===== src/rtl/mips_pkg.sv =====
// Shared MIPS encoding definitions used by the instruction encoder and the control unit.
package mips_pkg;

  // Mnemonic codes accepted by the encoder; values 11-15 are illegal.
  typedef enum logic [3:0] {
    MN_ADD  = 4'd0,
    MN_SUB  = 4'd1,
    MN_AND  = 4'd2,
    MN_OR   = 4'd3,
    MN_NOR  = 4'd4,
    MN_SLT  = 4'd5,
    MN_LW   = 4'd6,
    MN_SW   = 4'd7,
    MN_BEQ  = 4'd8,
    MN_ADDI = 4'd9,
    MN_J    = 4'd10
  } mnem_t;

  // Primary opcodes.
  localparam logic [5:0] OP_RTYPE = 6'b000000;
  localparam logic [5:0] OP_LW    = 6'b100011;
  localparam logic [5:0] OP_SW    = 6'b101011;
  localparam logic [5:0] OP_BEQ   = 6'b000100;
  localparam logic [5:0] OP_ADDI  = 6'b001000;
  localparam logic [5:0] OP_J     = 6'b000010;

  // R-type funct codes.
  localparam logic [5:0] FUNCT_ADD = 6'b100000;
  localparam logic [5:0] FUNCT_SUB = 6'b100010;
  localparam logic [5:0] FUNCT_AND = 6'b100100;
  localparam logic [5:0] FUNCT_OR  = 6'b100101;
  localparam logic [5:0] FUNCT_NOR = 6'b100111;
  localparam logic [5:0] FUNCT_SLT = 6'b101010;

  // Encoder sequencing states.
  typedef enum logic {
    ST_IDLE  = 1'b0,
    ST_WRITE = 1'b1
  } enc_state_t;

  // R-type word: shamt is always zero for the supported operations.
  function automatic logic [31:0] pack_rtype(input logic [4:0] rs,
                                             input logic [4:0] rt,
                                             input logic [4:0] rd,
                                             input logic [5:0] funct);
    return {OP_RTYPE, rs, rt, rd, 5'd0, funct};
  endfunction

  // I-type word: opcode, base/source register, target register, immediate.
  function automatic logic [31:0] pack_itype(input logic [5:0]  op,
                                             input logic [4:0]  rs,
                                             input logic [4:0]  rt,
                                             input logic [15:0] imm);
    return {op, rs, rt, imm};
  endfunction

endpackage


===== src/rtl/instr_pack.sv =====
// Combinational packer: mnemonic plus operand fields to a 32-bit MIPS word.
module instr_pack
  import mips_pkg::*;
(
  input  logic [3:0]  mnem,
  input  logic [4:0]  rs,
  input  logic [4:0]  rt,
  input  logic [4:0]  rd,
  input  logic [15:0] imm,
  input  logic [25:0] target,
  output logic        legal,
  output logic [31:0] word
);

  // Select the instruction format from the mnemonic; unknown codes give legal=0 and a zero word.
  always_comb begin
    legal = 1'b1;
    word  = '0;
    case (mnem)
      MN_ADD:  word = pack_rtype(rs, rt, rd, FUNCT_ADD);
      MN_SUB:  word = pack_rtype(rs, rt, rd, FUNCT_SUB);
      MN_AND:  word = pack_rtype(rs, rt, rd, FUNCT_AND);
      MN_OR:   word = pack_rtype(rs, rt, rd, FUNCT_OR);
      MN_NOR:  word = pack_rtype(rs, rt, rd, FUNCT_NOR);
      MN_SLT:  word = pack_rtype(rs, rt, rd, FUNCT_SLT);
      MN_LW:   word = pack_itype(OP_LW, rs, rt, imm);
      MN_SW:   word = pack_itype(OP_SW, rs, rt, imm);
      MN_BEQ:  word = pack_itype(OP_BEQ, rs, rt, imm);
      MN_ADDI: word = pack_itype(OP_ADDI, rs, rt, imm);
      MN_J:    word = {OP_J, target};
      default: legal = 1'b0;
    endcase
  end

endmodule


===== src/rtl/instr_encoder.sv =====
// Encodes instruction requests and writes them to consecutive instruction-memory words.
module instr_encoder
  import mips_pkg::*;
#(
  parameter int ADDR_WIDTH = 6,
  parameter int DATA_WIDTH = 32
)
(
  input  logic                  clk,
  input  logic                  rst_n,
  input  logic                  in_valid,
  output logic                  in_ready,
  input  logic [3:0]            in_mnem,
  input  logic [4:0]            in_rs,
  input  logic [4:0]            in_rt,
  input  logic [4:0]            in_rd,
  input  logic [15:0]           in_imm,
  input  logic [25:0]           in_target,
  input  logic                  rewind,
  output logic                  mem_we,
  output logic [ADDR_WIDTH-1:0] mem_addr,
  output logic [DATA_WIDTH-1:0] mem_wdata,
  input  logic                  mem_ack,
  output logic [ADDR_WIDTH:0]   count,
  output logic                  full,
  output logic                  err
);

  enc_state_t              state_q, state_d;
  logic [ADDR_WIDTH-1:0]   addr_q, addr_d;
  logic [ADDR_WIDTH:0]     count_q, count_d;
  logic [DATA_WIDTH-1:0]   wdata_q, wdata_d;
  logic                    err_q, err_d;
  logic                    pend_q, pend_d;
  logic                    ready;
  logic                    pack_legal;
  logic [31:0]             pack_word;

  instr_pack u_pack (
    .mnem   (in_mnem),
    .rs     (in_rs),
    .rt     (in_rt),
    .rd     (in_rd),
    .imm    (in_imm),
    .target (in_target),
    .legal  (pack_legal),
    .word   (pack_word)
  );

  // count never exceeds 2**ADDR_WIDTH, so its top bit alone marks a full memory.
  assign full      = count_q[ADDR_WIDTH];
  assign in_ready  = ready;
  assign mem_we    = (state_q == ST_WRITE);
  assign mem_addr  = addr_q;
  assign mem_wdata = wdata_q;
  assign count     = count_q;
  assign err       = err_q;

  // Next-state logic: handshake, write hold-until-ack, and immediate or deferred rewind.
  always_comb begin
    state_d = state_q;
    addr_d  = addr_q;
    count_d = count_q;
    wdata_d = wdata_q;
    err_d   = err_q;
    pend_d  = pend_q;
    ready   = 1'b0;
    case (state_q)
      ST_IDLE: begin
        ready = !full && !rewind;
        if (rewind) begin
          addr_d  = '0;
          count_d = '0;
          err_d   = 1'b0;
          pend_d  = 1'b0;
        end else if (in_valid && ready) begin
          if (pack_legal) begin
            wdata_d = pack_word;
            state_d = ST_WRITE;
          end else begin
            err_d = 1'b1;
          end
        end
      end
      ST_WRITE: begin
        if (rewind) begin
          pend_d = 1'b1;
        end
        if (mem_ack) begin
          state_d = ST_IDLE;
          if (pend_q || rewind) begin
            addr_d  = '0;
            count_d = '0;
            err_d   = 1'b0;
            pend_d  = 1'b0;
          end else begin
            addr_d  = addr_q + ADDR_WIDTH'(1);
            count_d = count_q + (ADDR_WIDTH+1)'(1);
          end
        end
      end
      default: state_d = ST_IDLE;
    endcase
  end

  // State registers; reset abandons any write in flight.
  always_ff @(posedge clk) begin
    if (!rst_n) begin
      state_q <= ST_IDLE;
      addr_q  <= '0;
      count_q <= '0;
      wdata_q <= '0;
      err_q   <= 1'b0;
      pend_q  <= 1'b0;
    end else begin
      state_q <= state_d;
      addr_q  <= addr_d;
      count_q <= count_d;
      wdata_q <= wdata_d;
      err_q   <= err_d;
      pend_q  <= pend_d;
    end
  end

endmodule


===== config.mk =====
export PLATFORM = sky130hd
export DESIGN_NAME = instr_encoder
export DESIGN_NICKNAME = d
export VERILOG_FILES = /design/src/rtl/mips_pkg.sv /design/src/rtl/instr_pack.sv /design/src/rtl/instr_encoder.sv
export SDC_FILE = /design/constraint.sdc
export NUM_CORES = 1
export LEC_CHECK = 0
export ABC_AREA = 1
export CAP_MARGIN = 5
export CORE_UTILIZATION = 44
export CTS_CLUSTER_SIZE = 10
export DETAILED_ROUTE_END_ITERATION = 7
export PLACE_DENSITY = 0.86
export SLEW_MARGIN = 20
export SYNTH_ARGS = -nofsm -noshare
export SYNTH_HDL_FRONTEND = slang
export SYNTH_SLANG_ARGS = --single-unit
export TNS_END_PERCENT = 100

===== constraint.sdc =====
create_clock -name clk -period 2.1 [get_ports clk]
set_input_delay 0.21 -clock clk [delete_from_list [all_inputs] [get_ports clk]]
set_output_delay 0.21 -clock clk [all_outputs]
set_load 0.05 [all_outputs]

==> flow_summary.ini <==
[cells_and_area]
diodes = 0
design_area_um2 = 3630
syn_to_final_growth_pct = 54.3
final_cell_count_no_fill = 560
layout-drive-gt1-share_pct = 4.69
nFillCells = 446
nets = 558
final_util_pct = 70.6

[yosys]
postSynthAreaPerCell_um2 = 6.24
synth_top_family_by_area = simple AND/OR/NAND/NOR gates
async_flop_share_pct = 0
syn-cell-area_um2 = 2350
yosys_warnings = 0
post-synth-top-area-cell = dfxtp_1
synth_xor_area_share_pct = 0
synthMuxAreaShare_pct = 0
synth-adder-area-share_pct = 1.06
yosysTopAreaCellShare_pct = 39.1
synth_area_leaders = dfxtp_1, nand2_1, nor2_1
synth_compound_area_share_pct = 12.5
synth-simple-area-share_pct = 37.6
synth.distinct_cells = 29
yosysMostFrequentCell = nand2_1
synth_edf_count = 0
seq_area_frac_synth_pct = 39.1
synthesis.nets = 445
synth_cells = 377
synth_seq_cells = 46
synthFlopType = dfxtp_1
synth_common_cells = nand2_1, nor2_1, dfxtp_1

[setup_path]
reg2reg_slack_ns = 0.64
crit_required_ns = 1.89
timing.rr.end = count[4]$_SDFFE_PN0P_
path_cells = clkdlybuf4s50_1
start_kind = flip-flop
worst-endpoint-arrival_ns = 1.56
worstSetupPathType = flip-flop to output port
cp_num_buf_inv = 1
crit_family = buffers and inverters
cp_slowest_cell = clkdlybuf4s50_1
crit_path_end_kind = output port
reg2reg_depth = 6
cp_slowest_stage_delay_ns = 0.85
cp_max_fo = 6
r2r_start = mem_we$_SDFF_PN0_

[detailed_routing]
first_pass_iters = 4
drc_errors = 0
vias = 2701
ant_nets = 0
drtIter0Drc = 105
detail_route.wl_per_cell_um = 11.6
routed_wirelength_um = 6500
routed_via_density = 4.82

[hold_path]
min-delay-start = mem_wdata[29]$_SDFFE_PN0P_
min_to = mem_wdata[29]$_SDFFE_PN0P_
hold_path_class = flip-flop to flip-flop
hold_depth = 2

[global_route]
grt_overflow = 0
grt_antenna_before_repair = 0
grtUsageTotal_pct = 23.7
grt_max_degree = 34
grt_pass1_wl_um = 10200
grt_pass1_vias = 2461

[clock_network]
cts-buffers-inserted = 5
clock_sinks = 46
worstSkewPairLatency_ns = 0.29
holdBufCountCts = 0
cts_root_buffer = clkbuf_8
clockBufferDepth = 2
cts_tree = built
cts.repair.resized = 0
h-tree-depth = 2
clkTransAtPathRegs_ns = 0.08
postCtsSetupRepairBufs = 0

[die]
die_h_um = 75.1
die_area_um2 = 5650
initial_core_util_pct = 45.8
num_io_pins = 115
core_um2 = 5140
die_w_um = 75.1
num_rows = 26

[place]
hpwl_um = 5010
gp_congestion = 0.832
dp_slack_ns = 0.218
dpl-instance-area_um2 = 3550
placed_cells = 553
io_buffers = 113

[sta]
slew_headroom_pct = 64.7
fin_skew_ns = 0.00181
hold_slack_ns = 0.466
setup_viol_count_final = 0
slew_violations = 0
post-route-period-util_pct = 84.4
period_needed_ns = 1.77
worst_slew_pin_slew_ns = 0.528
max_freq_mhz = 564
final_hold_viol_count = 0
setup_slack_ns = 0.328
setup_tns_ns = 0
rsz0062_at_grt = false

[pwr]
p_per_area_nw_per_um2 = 541
max-vdd-ir-drop_v = 0.000308
p_leak_nw = 1.51
power_mw = 1.96

[outcome]
outcome = finished clean

[job]
drv_cap = 0
-- cell families after synthesis --
group,Yosys count
flip-flops,46
other,1
AO/OA/AOI/OAI,54
AND/OR/NAND/NOR,226
adder cells (fa/ha/maj),2
buffers and inverters,48
-- cells in the final DEF, fill, tap and decap left out --
cell type	count
buf_12	2
inv_1	30
o211ai_1	1
and3_1	1
inv_2	2
nor3_1	1
nand2_2	2
clkbuf_1	2
nand2_1	143
dfxtp_1	46
ha_1	2
clkdlybuf4s50_1	112
a21oi_1	18
nor2_1	69
o21ai_0	26
conb_1	1
nand3b_1	1
a211oi_1	2
nand3_1	6
clkinv_1	1
a21oi_2	1
nand4_1	1
o21ai_2	2
o21a_1	1
buf_4	7
nor2_4	2
o21ai_1	2
o21bai_1	1
clkbuf_8	5
-- state kept, by name (all words and copies together), names as in the netlist --
signal,flops
count,7
err,1
pend_q,1
mem_wdata,30
mem_addr,6
mem_we,1
-- how the worst max path moves through the flow --
stage	startpoint	to	slack, ns	depth (start not counted)
floorplan	mem_we$_SDFF_PN0_	count[5]$_SDFFE_PN0P_	0.60	6
detailed placement	in_mnem[2]	mem_wdata[8]$_SDFFE_PN0P_	0.22	9
global placement	in_mnem[2]	mem_wdata[16]$_SDFFE_PN0P_	0.33	9
global route	mem_we$_SDFF_PN0_	mem_we	0.27	1
CTS	mem_we$_SDFF_PN0_	mem_we	0.32	1
finish	mem_we$_SDFF_PN0_	mem_we	0.33	1
-- metal layers --
layer	wire length [um]	vias up	global-route usage, %
met5	0	-	0
met4	77	0	6.79
met3	560	8	8.97
met2	3200	94	44.3
met1	2670	1217	24.8
li1	-	1382	-
-- area by class of cell --
cell class | count | area, um^2 | area share [%]
flip-flops and latches | 46 | 921 | 25.4
multi-input cells | 283 | 1210 | 33.3
clock buffers | 7 | 76.3 | 2.10
inverters | 33 | 124 | 3.41
repair buffers | 121 | 1210 | 33.4
well taps | 70 | 87.6 | 2.41
-- power breakdown --
part | leakage, nW | total [mW] | internal [mW] | switching (mW)
clock network | 0.0383 | 0.504 | 0.229 | 0.274
logic | 1.10 | 0.535 | 0.233 | 0.302
registers | 0.374 | 0.925 | 0.906 | 0.0192
No activity file was read; power rests on OpenSTA's default activity.
